==> config.mk <==
export PLATFORM = sky130hd
export DESIGN_NAME = fighter_motion
export DESIGN_NICKNAME = d
export VERILOG_FILES = /design/src/rtl/fighter_motion.sv
export SDC_FILE = /design/constraint.sdc
export NUM_CORES = 1
export LEC_CHECK = 0
export BUFFER_PORTS_ARGS = -buffer_cell sky130_fd_sc_hd__buf_2
export CAP_MARGIN = 10
export CORE_MARGIN = 2
export CORE_UTILIZATION = 25
export CTS_CLUSTER_SIZE = 8
export DETAILED_ROUTE_END_ITERATION = 7
export HOLD_SLACK_MARGIN = 0.02
export PLACE_DENSITY_LB_ADDON = 0.12
export SETUP_SLACK_MARGIN = 0.3
export SLEW_MARGIN = 20
export SYNTH_ARGS = -nofsm -noshare
export SYNTH_HDL_FRONTEND = slang
export SYNTH_SLANG_ARGS = --single-unit
==> constraint.sdc <==
create_clock -name Clk -period 6.6 [get_ports Clk]
set_input_delay 0.66 -clock Clk [delete_from_list [all_inputs] [get_ports Clk]]
set_output_delay 0.66 -clock Clk [all_outputs]
set_load 0.005 [all_outputs]
==> src/rtl/fighter_motion.sv <==
// Per-player pose and sprite-position controller for the dive-kick fighter.
// Button presses are latched between frame ticks; one motion update is applied per tick.
module fighter_motion #(
  parameter int START_X  = 100,
  parameter int GROUND_Y = 375,
  parameter int X_MAX    = 568,
  parameter int FACING   = 0,
  parameter int JUMP_VEL = 16,
  parameter int HOP_VEL  = 10,
  parameter int HOP_VX   = 4,
  parameter int GRAVITY  = 1,
  parameter int KICK_VX  = 6,
  parameter int KICK_VY  = 8
) (
  input  logic       Clk,
  input  logic       Reset,
  input  logic       frame_clk,
  input  logic       dive_btn,
  input  logic       kick_btn,
  input  logic       freeze,
  input  logic       round_restart,
  output logic [2:0] state,
  output logic [9:0] pos_X,
  output logic [9:0] pos_Y,
  output logic       airborne
);

  typedef enum logic [2:0] {
    ST_GROUND = 3'd0,
    ST_JUMP   = 3'd1,
    ST_KICK   = 3'd2
  } pose_e;

  localparam int DIR = (FACING == 0) ? 1 : -1;
  localparam logic signed [7:0]  JUMP_VY0 = 8'(-JUMP_VEL);
  localparam logic signed [7:0]  HOP_VY0  = 8'(-HOP_VEL);
  localparam logic signed [7:0]  HOP_VX0  = 8'(-HOP_VX * DIR);
  localparam logic signed [7:0]  KICK_VX0 = 8'(KICK_VX * DIR);
  localparam logic signed [7:0]  KICK_VY0 = 8'(KICK_VY);
  localparam logic signed [7:0]  GRAV     = 8'(GRAVITY);
  localparam logic signed [10:0] X_MAX_S  = 11'(X_MAX);
  localparam logic signed [10:0] GROUND_S = 11'(GROUND_Y);
  localparam logic [9:0]         X_MAX_U  = 10'(X_MAX);
  localparam logic [9:0]         START_U  = 10'(START_X);
  localparam logic [9:0]         GROUND_U = 10'(GROUND_Y);

  pose_e             state_q, state_d;
  logic [9:0]        pos_x_q, pos_x_d;
  logic [9:0]        pos_y_q, pos_y_d;
  logic signed [7:0] vx_q, vx_d;
  logic signed [7:0] vy_q, vy_d;
  logic              dive_pend_q, dive_pend_d;
  logic              kick_pend_q, kick_pend_d;
  logic              airborne_q, airborne_d;
  logic              frame_q, dive_q, kick_q;

  logic              tick, dive_edge, kick_edge;
  pose_e             st_n;
  logic signed [7:0] vx_n, vy_n;
  logic signed [10:0] nx, ny;

  always_comb begin
    tick        = frame_clk & ~frame_q;
    dive_edge   = dive_btn & ~dive_q;
    kick_edge   = kick_btn & ~kick_q;
    state_d     = state_q;
    pos_x_d     = pos_x_q;
    pos_y_d     = pos_y_q;
    vx_d        = vx_q;
    vy_d        = vy_q;
    dive_pend_d = dive_pend_q | dive_edge;
    kick_pend_d = kick_pend_q | kick_edge;
    st_n        = state_q;
    vx_n        = vx_q;
    vy_n        = vy_q;
    nx          = '0;
    ny          = '0;

    if (round_restart) begin
      state_d     = ST_GROUND;
      pos_x_d     = START_U;
      pos_y_d     = GROUND_U;
      vx_d        = '0;
      vy_d        = '0;
      dive_pend_d = 1'b0;
      kick_pend_d = 1'b0;
    end else if (tick && !freeze) begin
      // Edges seen on the tick cycle itself carry over to the next frame.
      dive_pend_d = dive_edge;
      kick_pend_d = kick_edge;

      case (state_q)
        ST_GROUND: begin
          if (dive_pend_q) begin
            st_n = ST_JUMP;
            vx_n = '0;
            vy_n = JUMP_VY0;
          end else if (kick_pend_q) begin
            st_n = ST_JUMP;
            vx_n = HOP_VX0;
            vy_n = HOP_VY0;
          end
        end
        ST_JUMP: begin
          if (kick_pend_q) begin
            st_n = ST_KICK;
            vx_n = KICK_VX0;
            vy_n = KICK_VY0;
          end
        end
        default: ;
      endcase

      if (st_n != ST_GROUND) begin
        nx = $signed({1'b0, pos_x_q}) + $signed({{3{vx_n[7]}}, vx_n});
        ny = $signed({1'b0, pos_y_q}) + $signed({{3{vy_n[7]}}, vy_n});
        if (nx < 0)            pos_x_d = '0;
        else if (nx > X_MAX_S) pos_x_d = X_MAX_U;
        else                   pos_x_d = nx[9:0];

        if (ny < 0) begin
          pos_y_d = '0;
          vy_n    = '0;
        end else if (vy_n > 0 && ny >= GROUND_S) begin
          pos_y_d = GROUND_U;
          st_n    = ST_GROUND;
          vx_n    = '0;
          vy_n    = '0;
        end else begin
          pos_y_d = ny[9:0];
        end

        if (st_n == ST_JUMP) vy_n = vy_n + GRAV;
      end

      state_d = st_n;
      vx_d    = vx_n;
      vy_d    = vy_n;
    end

    airborne_d = (state_d != ST_GROUND);
  end

  always_ff @(posedge Clk) begin
    if (!Reset) begin
      state_q     <= ST_GROUND;
      pos_x_q     <= START_U;
      pos_y_q     <= GROUND_U;
      vx_q        <= '0;
      vy_q        <= '0;
      dive_pend_q <= 1'b0;
      kick_pend_q <= 1'b0;
      airborne_q  <= 1'b0;
      frame_q     <= 1'b0;
      dive_q      <= 1'b0;
      kick_q      <= 1'b0;
    end else begin
      state_q     <= state_d;
      pos_x_q     <= pos_x_d;
      pos_y_q     <= pos_y_d;
      vx_q        <= vx_d;
      vy_q        <= vy_d;
      dive_pend_q <= dive_pend_d;
      kick_pend_q <= kick_pend_d;
      airborne_q  <= airborne_d;
      frame_q     <= frame_clk;
      dive_q      <= dive_btn;
      kick_q      <= kick_btn;
    end
  end

  assign state    = state_q;
  assign pos_X    = pos_x_q;
  assign pos_Y    = pos_y_q;
  assign airborne = airborne_q;

endmodule

==> flow_results.xml, run 1 <==
<?xml version="1.0" encoding="UTF-8"?>
<metrics>
  <group name="critical_path">
    <metric name="rr_worst_depth" unit="">22</metric>
    <metric name="crit_path_arrival_time" unit="ns">5.17</metric>
    <metric name="crit_path_top_delay_cell" unit="">sky130_fd_sc_hd__and2_1</metric>
    <metric name="critical-path-top-cell-by-count" unit="">sky130_fd_sc_hd__ha_1</metric>
    <metric name="critPathKind" unit="">register to register</metric>
    <metric name="path_buf_inv" unit="">1</metric>
    <metric name="list_of_cells_traversed_by_the_critical_path" unit="">nor2_2 &gt; and2_1 &gt; o21ai_0 &gt; inv_1 &gt; ha_1 &gt; nor2b_4 &gt; o211ai_1 &gt; a21oi_1 &gt; o21a_1 &gt; o21a_1 &gt; o21ai_0 &gt; nand2b_1 &gt; ha_1 &gt; a311o_1 &gt; a31o_4 &gt; and3_1 &gt; ha_1 &gt; nand2_1 &gt; nor3_1 &gt; mux2i_1 &gt; a221oi_2 &gt; nor2_1</metric>
    <metric name="cp_top_family" unit="">compound AO/OA/AOI/OAI gates</metric>
    <metric name="critical_path.startpoint_type" unit="">register</metric>
    <metric name="crit_fanout" unit="">23</metric>
    <metric name="worstPathRequired" unit="ns">6.77</metric>
    <metric name="worst-path-stages" unit="">22</metric>
    <metric name="max_stage_delay" unit="ns">0.44</metric>
    <metric name="timing.critical_path.to_type" unit="">register</metric>
  </group>
  <group name="sta">
    <metric name="fin_tns_setup" unit="ns">0</metric>
    <metric name="worst_slew_margin_rel" unit="%">38.6</metric>
    <metric name="hold_viol_final" unit="">0</metric>
    <metric name="tightestPinTransition" unit="ns">0.919</metric>
    <metric name="maxClockFrequency" unit="MHz">200</metric>
    <metric name="layout_worst_path_cycle_share" unit="%">75.6</metric>
    <metric name="setup_repair_after_global_routing_missed_its_margin" unit="">no</metric>
    <metric name="hold-worst-slack" unit="ns">0.425</metric>
    <metric name="finalCriticalPeriod" unit="ns">4.99</metric>
    <metric name="finalWorstSetupSlack" unit="ns">1.61</metric>
    <metric name="skew" unit="ns">0.00686</metric>
    <metric name="timing.final.max_slew_violations" unit="">0</metric>
    <metric name="final-setup-viol-count" unit="">0</metric>
  </group>
  <group name="global_route">
    <metric name="grt_usage" unit="%">13.0</metric>
    <metric name="grt_first_pass_wirelength" unit="µm">14700</metric>
    <metric name="via_count_of_the_first_global_routing_pass" unit="">2856</metric>
    <metric name="global_route.overflow_total" unit="">0</metric>
    <metric name="largest_net_degree_at_the_start_of_global_routing" unit="">28</metric>
    <metric name="grt_antenna_before_repair" unit="">0</metric>
  </group>
  <group name="route">
    <metric name="wl_per_cell" unit="µm">15.5</metric>
    <metric name="drt_iter0_drc" unit="">238</metric>
    <metric name="drc" unit="">0</metric>
    <metric name="detailroute.via_count" unit="">3018</metric>
    <metric name="drtAntennaViolNets" unit="">0</metric>
    <metric name="totalWireLength" unit="µm">9220</metric>
    <metric name="detail_route.first_pass.iterations" unit="">4</metric>
    <metric name="avgViaCountPerCell" unit="">5.08</metric>
  </group>
  <group name="cells_and_area">
    <metric name="antenna_cells_inserted" unit="">0</metric>
    <metric name="synthToLayoutAreaGrowth" unit="%">14.2</metric>
    <metric name="final_net_count" unit="">448</metric>
    <metric name="design_area" unit="mm²">0.00377</metric>
    <metric name="final_util" unit="%">28.8</metric>
    <metric name="final_layout_size_suffix_gt1_share" unit="%">17.2</metric>
    <metric name="post_layout_nonfiller_instances" unit="">594</metric>
  </group>
  <group name="clocking">
    <metric name="clk_transition_reported_paths" unit="ns">0.06</metric>
    <metric name="cts_repair_resize_count" unit="">0</metric>
    <metric name="tritoncts" unit="">built</metric>
    <metric name="post_cts_buffers" unit="">0</metric>
    <metric name="clock_tree.root_cell" unit="">sky130_fd_sc_hd__clkbuf_16</metric>
    <metric name="clk_buf_depth" unit="">2</metric>
    <metric name="worstSkewPairLatency" unit="ns">0.29</metric>
    <metric name="tritoncts.num_buffers" unit="">5</metric>
    <metric name="clock_sink_count" unit="">45</metric>
    <metric name="cts_htree_levels" unit="">2</metric>
    <metric name="cts_stage_hold_buffer_count" unit="">0</metric>
  </group>
  <group name="synthesis">
    <metric name="post_synthesis_net_count" unit="">424</metric>
    <metric name="number_of_warnings_issued_by_yosys" unit="">0</metric>
    <metric name="synth.cells.most_frequent" unit="">sky130_fd_sc_hd__dfxtp_1, sky130_fd_sc_hd__nor2_1, sky130_fd_sc_hd__nand2_1</metric>
    <metric name="seq_area_frac_synth" unit="%">27.2</metric>
    <metric name="synthTopCellsByArea" unit="">sky130_fd_sc_hd__dfxtp_1, sky130_fd_sc_hd__ha_1, sky130_fd_sc_hd__a21oi_1, sky130_fd_sc_hd__nor2_1, sky130_fd_sc_hd__nand2_1</metric>
    <metric name="syn-mean-instance-area" unit="µm²">8.41</metric>
    <metric name="netlist-cell-type-count" unit="">78</metric>
    <metric name="synth_cells" unit="">393</metric>
    <metric name="synthMostInstantiatedCell" unit="">sky130_fd_sc_hd__dfxtp_1</metric>
    <metric name="synth_enable_flop_cells" unit="">0</metric>
    <metric name="postSynth.asyncResetShare" unit="%">0</metric>
    <metric name="synth_top_area_share" unit="%">27.2</metric>
    <metric name="yosys_most_used_dff" unit="">sky130_fd_sc_hd__dfxtp_1</metric>
    <metric name="mapped_cell_area" unit="mm²">0.00331</metric>
    <metric name="ys_ff_latch" unit="">45</metric>
    <metric name="synth.largest_area_cell" unit="">sky130_fd_sc_hd__dfxtp_1</metric>
  </group>
  <group name="placement">
    <metric name="dp_cells" unit="">586</metric>
    <metric name="place.detailed.hpwl" unit="µm">6890</metric>
    <metric name="detailed_place.area" unit="mm²">0.00361</metric>
    <metric name="gp_congestion" unit="">0.772</metric>
    <metric name="dp_slack" unit="ns">1.69</metric>
    <metric name="buffer_ports.inserted" unit="">30</metric>
  </group>
  <group name="power">
    <metric name="netSwitchingPower" unit="µW">230</metric>
    <metric name="total_power" unit="µW">754</metric>
    <metric name="p_sw_share" unit="%">30.5</metric>
    <metric name="pwr-share-clk" unit="%">38.6</metric>
    <metric name="power_density" unit="mW/mm²">200</metric>
    <metric name="p_leak" unit="nW">1.53</metric>
    <metric name="sequentialPowerShare" unit="%">37.1</metric>
    <metric name="power_report.internal_total" unit="µW">524</metric>
    <metric name="ir_drop" unit="µV">92.3</metric>
    <metric name="pwr-share-comb" unit="%">24.2</metric>
  </group>
  <group name="floorplanning">
    <metric name="ioPinCount" unit="">31</metric>
    <metric name="design.die.area" unit="mm²">0.0142</metric>
    <metric name="die_w" unit="µm">119</metric>
    <metric name="die_h" unit="µm">119</metric>
    <metric name="core_area" unit="mm²">0.0131</metric>
    <metric name="num_rows" unit="">42</metric>
    <metric name="initial_core_util" unit="%">25.3</metric>
  </group>
  <group name="hold_path">
    <metric name="hold_depth" unit="">2</metric>
    <metric name="hold_class" unit="">register to register</metric>
  </group>
  <group name="flow_run">
    <metric name="maxCapViolCount" unit="">0</metric>
  </group>
  <group name="status">
    <metric name="run_status" unit="">completed</metric>
  </group>
</metrics>
## registers in the layout, indices dropped and copies added, names as in the netlist
register,cells
pos_X,10
pos_Y,10
vx_q,8
vy_q,8
state,3
airborne,1
dive_pend_q,1
dive_q,1
frame_q,1
kick_pend_q,1
kick_q,1
## final timing paths
check                 end     start  slack [ns]
setup reg to reg  vy_q[4]  state[2]        1.61
hold reg to reg   vx_q[0]   vx_q[0]        0.43
hold / removal    vx_q[0]   vx_q[0]        0.43
setup / recovery  vy_q[4]  state[2]        1.61
## placed cells by master, fill, tap and decap left out, drive strengths merged, types with 8 or more instances in the layout
cell type,instances
dfxtp,45
nor2,40
buf,33
a21oi,32
nand2,31
o21ai,30
ha,22
inv,15
a21o,13
nand2b,10
nand3,10
and2,9
xnor2,8
a221o,8
nor3,8
## tightest hold or removal path, cell delays in order, from the launching register on
cell,delay (ns)
sky130_fd_sc_hd__dfxtp_1,0.31
sky130_fd_sc_hd__nand2_1,0.05
sky130_fd_sc_hd__nor2_1,0.03
## kinds of logic (layout without fill, tap and decap cells)
kind of cell | after synthesis | in the layout | synth area share [%]
AND/OR/NAND/NOR | 135 | 135 | 21.9
multiplexers | 4 | 4 | 1.21
XOR/XNOR | 14 | 14 | 3.71
flip-flops | 45 | 45 | 27.2
adder cells (fa/ha/maj) | 24 | 24 | 9.53
AO/OA/AOI/OAI | 140 | 140 | 31.9
buffers and inverters | 31 | 56 | 4.50
## cell type report
cell class                 count  area, µm²
clock buffer                   6        129
fill                        1419       9310
clock inverter                 2       38.8
tap                          176        220
sequential                    45        901
multi-input combinational    317       2260
timing repair buffer          33        173
inverter                      15       56.3
## power by group through the flow
| stage | Sequential [mW] | Clock, mW | Combinational, mW |
|---|---|---|---|
| after detailed placement | 0.286 | 0 | 0.182 |
| after CTS | 0.280 | 0.303 | 0.183 |
| after floorplan | 0.284 | 0 | 0.150 |
| final | 0.280 | 0.291 | 0.183 |
| after global placement | 0.286 | 0 | 0.184 |
| after global routing | 0.281 | 0.309 | 0.202 |
## routing by layer
metal	vias to the layer above	global-route usage, %	share of wire [%]
li1	1515	-	-
met1	1439	17.1	48
met2	59	22.1	47
met3	5	1.96	3.9
met4	0	3.35	0.78
met5	-	0	0
No activity file was read; power rests on OpenSTA's default activity.
==> run 2, diff against run 1 <==
clock period = 4.5 ns   (was 6.6 ns; I/O delays follow)
==> run 2 against run 1 <==
Flip-flop and latch count unchanged. Count of clock-buffer cells in the layout unchanged. Cell count increased by 5.1%. Core utilization increased by 2.9 points. Via count increased by 4.8%. Combinational power increased by 72%. Non-clock buffer count increased by 30. Sequential power increased by 46%. Maximum frequency increased by 23%. Total power increased by 55%. Design area increased by 10%. Critical path depth increased by 1. Critical endpoint unchanged.
==> flow_results.xml, run 2 (synthesis gave the netlist of run 1 again) <==
<?xml version="1.0" encoding="UTF-8"?>
<metrics>
  <group name="cells_and_area">
    <metric name="final_net_count" unit="">478</metric>
    <metric name="antenna_cells_inserted" unit="">0</metric>
    <metric name="nFillCells" unit="">1364</metric>
    <metric name="layout_commonest_cell" unit="">sky130_fd_sc_hd__dfxtp_1</metric>
    <metric name="synthToLayoutAreaGrowth" unit="%">25.5</metric>
    <metric name="top_library_cells_by_usage_in_the_layout_fill_and_taps_aside" unit="">sky130_fd_sc_hd__dfxtp_1, sky130_fd_sc_hd__nor2_1, sky130_fd_sc_hd__buf_4, sky130_fd_sc_hd__buf_2, sky130_fd_sc_hd__nand2_1</metric>
    <metric name="final_layout_size_suffix_gt1_share" unit="%">29.2</metric>
    <metric name="area_of_combinational_cells_with_multiple_inputs" unit="mm²">0.00240</metric>
    <metric name="final-seq-area" unit="µm²">912</metric>
  </group>
  <group name="sta">
    <metric name="final-setup-viol-count" unit="">0</metric>
    <metric name="skew" unit="ns">0.00620</metric>
    <metric name="finalCriticalPeriod" unit="ns">4.07</metric>
    <metric name="hold_viol_final" unit="">0</metric>
    <metric name="layout_worst_path_cycle_share" unit="%">90.4</metric>
    <metric name="fin_tns_setup" unit="ns">0</metric>
    <metric name="finalWorstSetupSlack" unit="ns">0.433</metric>
    <metric name="setup_repair_after_global_routing_missed_its_margin" unit="">yes</metric>
    <metric name="timing.final.max_slew_violations" unit="">0</metric>
    <metric name="tightestPinTransition" unit="ns">0.965</metric>
    <metric name="worst_slew_margin_rel" unit="%">35.6</metric>
    <metric name="maxClockFrequency" unit="MHz">246</metric>
  </group>
  <group name="clocking">
    <metric name="clock_sink_count" unit="">45</metric>
    <metric name="clock_tree.root_cell" unit="">sky130_fd_sc_hd__clkbuf_16</metric>
    <metric name="worstSkewPairLatency" unit="ns">0.30</metric>
    <metric name="tritoncts.num_buffers" unit="">5</metric>
    <metric name="cts_htree_levels" unit="">2</metric>
    <metric name="clk_buf_depth" unit="">2</metric>
    <metric name="tritoncts" unit="">built</metric>
    <metric name="cts_stage_hold_buffer_count" unit="">0</metric>
    <metric name="clk_transition_reported_paths" unit="ns">0.07</metric>
  </group>
  <group name="critical_path">
    <metric name="timing.critical_path.to_type" unit="">register</metric>
    <metric name="list_of_cells_traversed_by_the_critical_path" unit="">nor2b_4 &gt; o21ai_2 &gt; and2_4 &gt; ha_4 &gt; inv_2 &gt; fa_2 &gt; nor2b_4 &gt; o211ai_1 &gt; a21oi_1 &gt; o21a_1 &gt; o21a_1 &gt; o21ai_1 &gt; nand2b_1 &gt; ha_4 &gt; a311o_1 &gt; a31o_4 &gt; and3_4 &gt; ha_4 &gt; nand2_4 &gt; nor3_2 &gt; mux2i_1 &gt; a221oi_2 &gt; nor2_1</metric>
    <metric name="crit_fanout" unit="">5</metric>
    <metric name="crit_path_top_delay_cell" unit="">sky130_fd_sc_hd__dfxtp_4</metric>
    <metric name="path_buf_inv" unit="">1</metric>
    <metric name="critical-path-top-cell-by-count" unit="">sky130_fd_sc_hd__ha_4</metric>
    <metric name="crit_path_arrival_time" unit="ns">4.26</metric>
    <metric name="critPathKind" unit="">register to register</metric>
    <metric name="max_stage_delay" unit="ns">0.38</metric>
    <metric name="critical_path.startpoint_type" unit="">register</metric>
    <metric name="cp_top_family" unit="">compound AO/OA/AOI/OAI gates</metric>
    <metric name="worstPathRequired" unit="ns">4.69</metric>
  </group>
  <group name="power">
    <metric name="power_density" unit="mW/mm²">281</metric>
    <metric name="p_leak" unit="nW">1.70</metric>
    <metric name="ir_drop" unit="µV">125</metric>
  </group>
  <group name="route">
    <metric name="drtAntennaViolNets" unit="">0</metric>
    <metric name="drt_iter0_drc" unit="">188</metric>
    <metric name="detailroute.via_count" unit="">3163</metric>
    <metric name="detail_route.first_pass.iterations" unit="">4</metric>
    <metric name="avgViaCountPerCell" unit="">5.07</metric>
    <metric name="totalWireLength" unit="µm">9530</metric>
    <metric name="drc" unit="">0</metric>
    <metric name="wl_per_cell" unit="µm">15.3</metric>
  </group>
  <group name="floorplanning">
    <metric name="die_w" unit="µm">119</metric>
    <metric name="initial_core_util" unit="%">25.3</metric>
    <metric name="design.die.area" unit="mm²">0.0142</metric>
    <metric name="ioPinCount" unit="">31</metric>
    <metric name="num_rows" unit="">42</metric>
    <metric name="die_h" unit="µm">119</metric>
    <metric name="core_area" unit="mm²">0.0131</metric>
  </group>
  <group name="global_route">
    <metric name="largest_net_degree_at_the_start_of_global_routing" unit="">28</metric>
    <metric name="global_route.overflow_total" unit="">0</metric>
    <metric name="grt_first_pass_wirelength" unit="µm">15500</metric>
    <metric name="via_count_of_the_first_global_routing_pass" unit="">3019</metric>
    <metric name="grt_usage" unit="%">13.8</metric>
    <metric name="grt_antenna_before_repair" unit="">0</metric>
  </group>
  <group name="flow_run">
    <metric name="maxCapViolCount" unit="">0</metric>
  </group>
  <group name="placement">
    <metric name="buffer_ports.inserted" unit="">30</metric>
    <metric name="dp_slack" unit="ns">0.124</metric>
    <metric name="gp_congestion" unit="">0.822</metric>
    <metric name="place.detailed.hpwl" unit="µm">6850</metric>
  </group>
  <group name="status">
    <metric name="run_status" unit="">completed</metric>
  </group>
  <group name="hold_path">
    <metric name="hold_class" unit="">primary input to register</metric>
  </group>
</metrics>
[run 2: layer usage]
metal	track usage [%]	share of wire, %
met1	17.3	47
met2	22.9	47
met3	3.30	4.0
met4	4.76	1.7
met5	0	0
[run 2: power breakdown]
part / switching (mW) / total, mW / internal, mW
sequential: 0.00629 / 0.410 / 0.404
combinational: 0.181 / 0.314 / 0.133
clock: 0.177 / 0.441 / 0.264
total: 0.364 / 1.16 / 0.801
[run 2: worst paths after layout]
| kind | from | endpoint | slack, ns | cells past startpoint |
|---|---|---|---|---|
| max | dive_pend_q | vy_q[4] | 0.43 | 23 |
| min | dive_btn | dive_q | 0.36 | 2 |
| max reg2reg | dive_pend_q | vy_q[4] | 0.43 | 23 |
| min reg2reg | vx_q[0] | vx_q[0] | 0.43 | 2 |
[run 2: through the flow]
stage          cells  util (%)  cell area, µm²  power [mW]  hold slack, ns
5_1_grt          624      31.7            4150        1.23           0.367
6_report         624      31.7            4150        1.16           0.363
4_1_cts          608      30.1            3940        1.16           0.357
3_3_place_gp     596      28.5            3730       0.712           0.414
2_1_floorplan    393         -            3370       0.643           0.405
3_5_place_dp     596      28.5            3730       0.705           0.421
[run 2: area by class of cell]
cell class	instances	share of cell area, %
clock buffers	6	3.10
well taps	176	5.30
flip-flops and latches	45	22.0
repair buffers	63	9.58
multi-input cells	317	57.7
inverters	15	1.36
clock inverters	2	0.934
[run 2: what timing repair did]
item | CTS | global route
gates cloned | 0 | 0
pin swaps | 3 | 22
gates resized for setup | 6 | 24
buffers inserted | 4 | 16
setup endpoints to repair | 8 | 13
==> run 3, diff against run 2 <==
CORE_ASPECT_RATIO = 1.75   (was not set)
==> run 3 against run 2 <==
Via count grew 2.6%. Non-clock buffer count grew 4. Design area is 2.8% higher. Critical path type unchanged. Largest power group unchanged. Maximum frequency is 2.2% lower.
==> flow_results.xml, run 3 (synthesis gave the netlist of run 1 again) <==
<?xml version="1.0" encoding="UTF-8"?>
<metrics>
  <group name="status">
    <metric name="run_status" unit="">completed</metric>
  </group>
  <group name="power">
    <metric name="p_leak" unit="nW">1.74</metric>
    <metric name="ir_drop" unit="µV">145</metric>
    <metric name="power_density" unit="mW/mm²">281</metric>
    <metric name="total_power" unit="mW">1.20</metric>
  </group>
  <group name="clocking">
    <metric name="clk_transition_reported_paths" unit="ns">0.07</metric>
    <metric name="tritoncts" unit="">built</metric>
    <metric name="worstSkewPairLatency" unit="ns">0.29</metric>
    <metric name="cts_stage_hold_buffer_count" unit="">0</metric>
    <metric name="clock_tree.root_cell" unit="">sky130_fd_sc_hd__clkbuf_16</metric>
    <metric name="clk_buf_depth" unit="">2</metric>
    <metric name="tritoncts.num_buffers" unit="">5</metric>
    <metric name="cts_htree_levels" unit="">2</metric>
    <metric name="clock_sink_count" unit="">45</metric>
  </group>
  <group name="route">
    <metric name="wl_met1" unit="µm">3990</metric>
    <metric name="avgViaCountPerCell" unit="">5.21</metric>
    <metric name="detail_route.first_pass.iterations" unit="">4</metric>
    <metric name="wl_per_cell" unit="µm">17.1</metric>
    <metric name="drt_iter0_drc" unit="">108</metric>
    <metric name="drc" unit="">0</metric>
    <metric name="uppermost_routed_layer" unit="">met4</metric>
    <metric name="totalWireLength" unit="µm">10600</metric>
    <metric name="routed-wl-met3" unit="µm">316</metric>
    <metric name="drtAntennaViolNets" unit="">0</metric>
    <metric name="detailroute.via_count" unit="">3246</metric>
    <metric name="met2RoutedLength" unit="µm">6070</metric>
  </group>
  <group name="cells_and_area">
    <metric name="final_layout_size_suffix_gt1_share" unit="%">31.4</metric>
    <metric name="layout_commonest_cell" unit="">sky130_fd_sc_hd__dfxtp_1</metric>
    <metric name="top_library_cells_by_usage_in_the_layout_fill_and_taps_aside" unit="">sky130_fd_sc_hd__dfxtp_1, sky130_fd_sc_hd__nor2_1, sky130_fd_sc_hd__buf_4, sky130_fd_sc_hd__buf_2, sky130_fd_sc_hd__nand2_1</metric>
    <metric name="final_net_count" unit="">482</metric>
    <metric name="nFillCells" unit="">1420</metric>
    <metric name="synthToLayoutAreaGrowth" unit="%">29.1</metric>
    <metric name="antenna_cells_inserted" unit="">0</metric>
    <metric name="area_of_combinational_cells_with_multiple_inputs" unit="mm²">0.00248</metric>
    <metric name="final-seq-area" unit="µm²">912</metric>
  </group>
  <group name="sta">
    <metric name="finalCriticalPeriod" unit="ns">4.16</metric>
    <metric name="maxClockFrequency" unit="MHz">241</metric>
    <metric name="layout_worst_path_cycle_share" unit="%">92.4</metric>
    <metric name="setup_repair_after_global_routing_missed_its_margin" unit="">yes</metric>
    <metric name="skew" unit="ns">0.00592</metric>
    <metric name="fin_tns_setup" unit="ns">0</metric>
    <metric name="timing.final.max_slew_violations" unit="">0</metric>
    <metric name="hold-worst-slack" unit="ns">0.382</metric>
    <metric name="worst_slew_margin_rel" unit="%">34.9</metric>
    <metric name="hold_viol_final" unit="">0</metric>
    <metric name="final-setup-viol-count" unit="">0</metric>
    <metric name="tightestPinTransition" unit="ns">0.969</metric>
  </group>
  <group name="floorplanning">
    <metric name="design.die.area" unit="mm²">0.0142</metric>
    <metric name="num_rows" unit="">55</metric>
    <metric name="ioPinCount" unit="">31</metric>
    <metric name="die_h" unit="µm">156</metric>
    <metric name="die_w" unit="µm">90.9</metric>
    <metric name="initial_core_util" unit="%">25.6</metric>
    <metric name="core_area" unit="mm²">0.0129</metric>
  </group>
  <group name="placement">
    <metric name="buffer_ports.inserted" unit="">30</metric>
    <metric name="gp_congestion" unit="">0.791</metric>
    <metric name="place.detailed.hpwl" unit="µm">8130</metric>
  </group>
  <group name="global_route">
    <metric name="global_route.overflow_total" unit="">0</metric>
    <metric name="grt_antenna_before_repair" unit="">0</metric>
    <metric name="via_count_of_the_first_global_routing_pass" unit="">3259</metric>
    <metric name="largest_net_degree_at_the_start_of_global_routing" unit="">20</metric>
    <metric name="grt_first_pass_wirelength" unit="µm">16800</metric>
    <metric name="grt_usage" unit="%">14.9</metric>
  </group>
  <group name="critical_path">
    <metric name="worstPathRequired" unit="ns">4.68</metric>
    <metric name="timing.critical_path.to_type" unit="">register</metric>
    <metric name="critPathKind" unit="">register to register</metric>
    <metric name="crit_fanout" unit="">7</metric>
    <metric name="critical_path.startpoint_type" unit="">register</metric>
    <metric name="crit_path_arrival_time" unit="ns">4.34</metric>
  </group>
  <group name="flow_run">
    <metric name="maxCapViolCount" unit="">0</metric>
  </group>
  <group name="hold_path">
    <metric name="hold_class" unit="">primary input to register</metric>
  </group>
</metrics>
==> run 3: repair_timing <==
action,4_1_cts,5_1_grt
buffers inserted,4,14
gates resized for setup,9,35
hold endpoints to repair,0,0
endpoints found under the setup margin,6,12
pin swaps,2,23
==> run 3: area by class of cell <==
cell class / count / share of cell area [%]
Multi-Input combinational cell: 317 / 58.1
Timing Repair Buffer: 67 / 10.2
Clock inverter: 1 / 0.703
Clock buffer: 7 / 3.34
Inverter: 15 / 1.32
Sequential cell: 45 / 21.4
Tap cell: 171 / 5.01
==> run 3: routing by layer <==
metal | vias to the layer above | GRT usage [%]
met1 | 1572 | 15.4
met5 | - | 0
met2 | 80 | 29.7
met3 | 13 | 1.55
met4 | 0 | 6.64
li1 | 1581 | -
==> run 3: worst paths after layout <==
kind         startpoint      end  slack (ns)  depth (start not counted)
min reg2reg     vx_q[0]  vx_q[0]        0.45                          2
max            state[1]  vy_q[4]        0.34                         19
max reg2reg    state[1]  vy_q[4]        0.34                         19
min            kick_btn   kick_q        0.38                          2
==> run 3: power breakdown <==
part	leakage [nW]	switching (mW)	internal (mW)	total [mW]
Clock	0.0841	0.167	0.278	0.445
Sequential	0.368	0.00619	0.403	0.410
Combinational	1.29	0.195	0.148	0.344
Total	1.74	0.368	0.830	1.20
==> run 3: worst max-delay path, cell delays in order (launching register included) <==
cell                       delay [ns]
sky130_fd_sc_hd__dfxtp_4         0.36
sky130_fd_sc_hd__or2_4           0.26
sky130_fd_sc_hd__nor3_4          0.41
sky130_fd_sc_hd__a21o_1          0.22
sky130_fd_sc_hd__ha_4            0.25
sky130_fd_sc_hd__a21o_1          0.21
sky130_fd_sc_hd__o21a_1          0.18
sky130_fd_sc_hd__o21a_1          0.20
sky130_fd_sc_hd__o21ai_2         0.13
sky130_fd_sc_hd__nand2b_1        0.10
sky130_fd_sc_hd__ha_4            0.26
sky130_fd_sc_hd__a311o_1         0.35
sky130_fd_sc_hd__a31o_4          0.23
sky130_fd_sc_hd__and3_4          0.19
sky130_fd_sc_hd__ha_4            0.16
sky130_fd_sc_hd__nand2_4         0.07
sky130_fd_sc_hd__nor3_2          0.05
sky130_fd_sc_hd__mux2i_1         0.14
sky130_fd_sc_hd__a221oi_2        0.24
sky130_fd_sc_hd__nor2_1          0.06
==> run 3: through the flow <==
step	utilization, %	instances	area [µm²]	worst slack (ns)
after floorplan	-	393	3370	0.281
after global placement	29.1	597	3770	0.209
after detailed placement	29.1	597	3770	0.124
after CTS	30.9	609	4000	0.305
after global routing	33.0	623	4270	0.179
final	33.0	623	4270	0.343
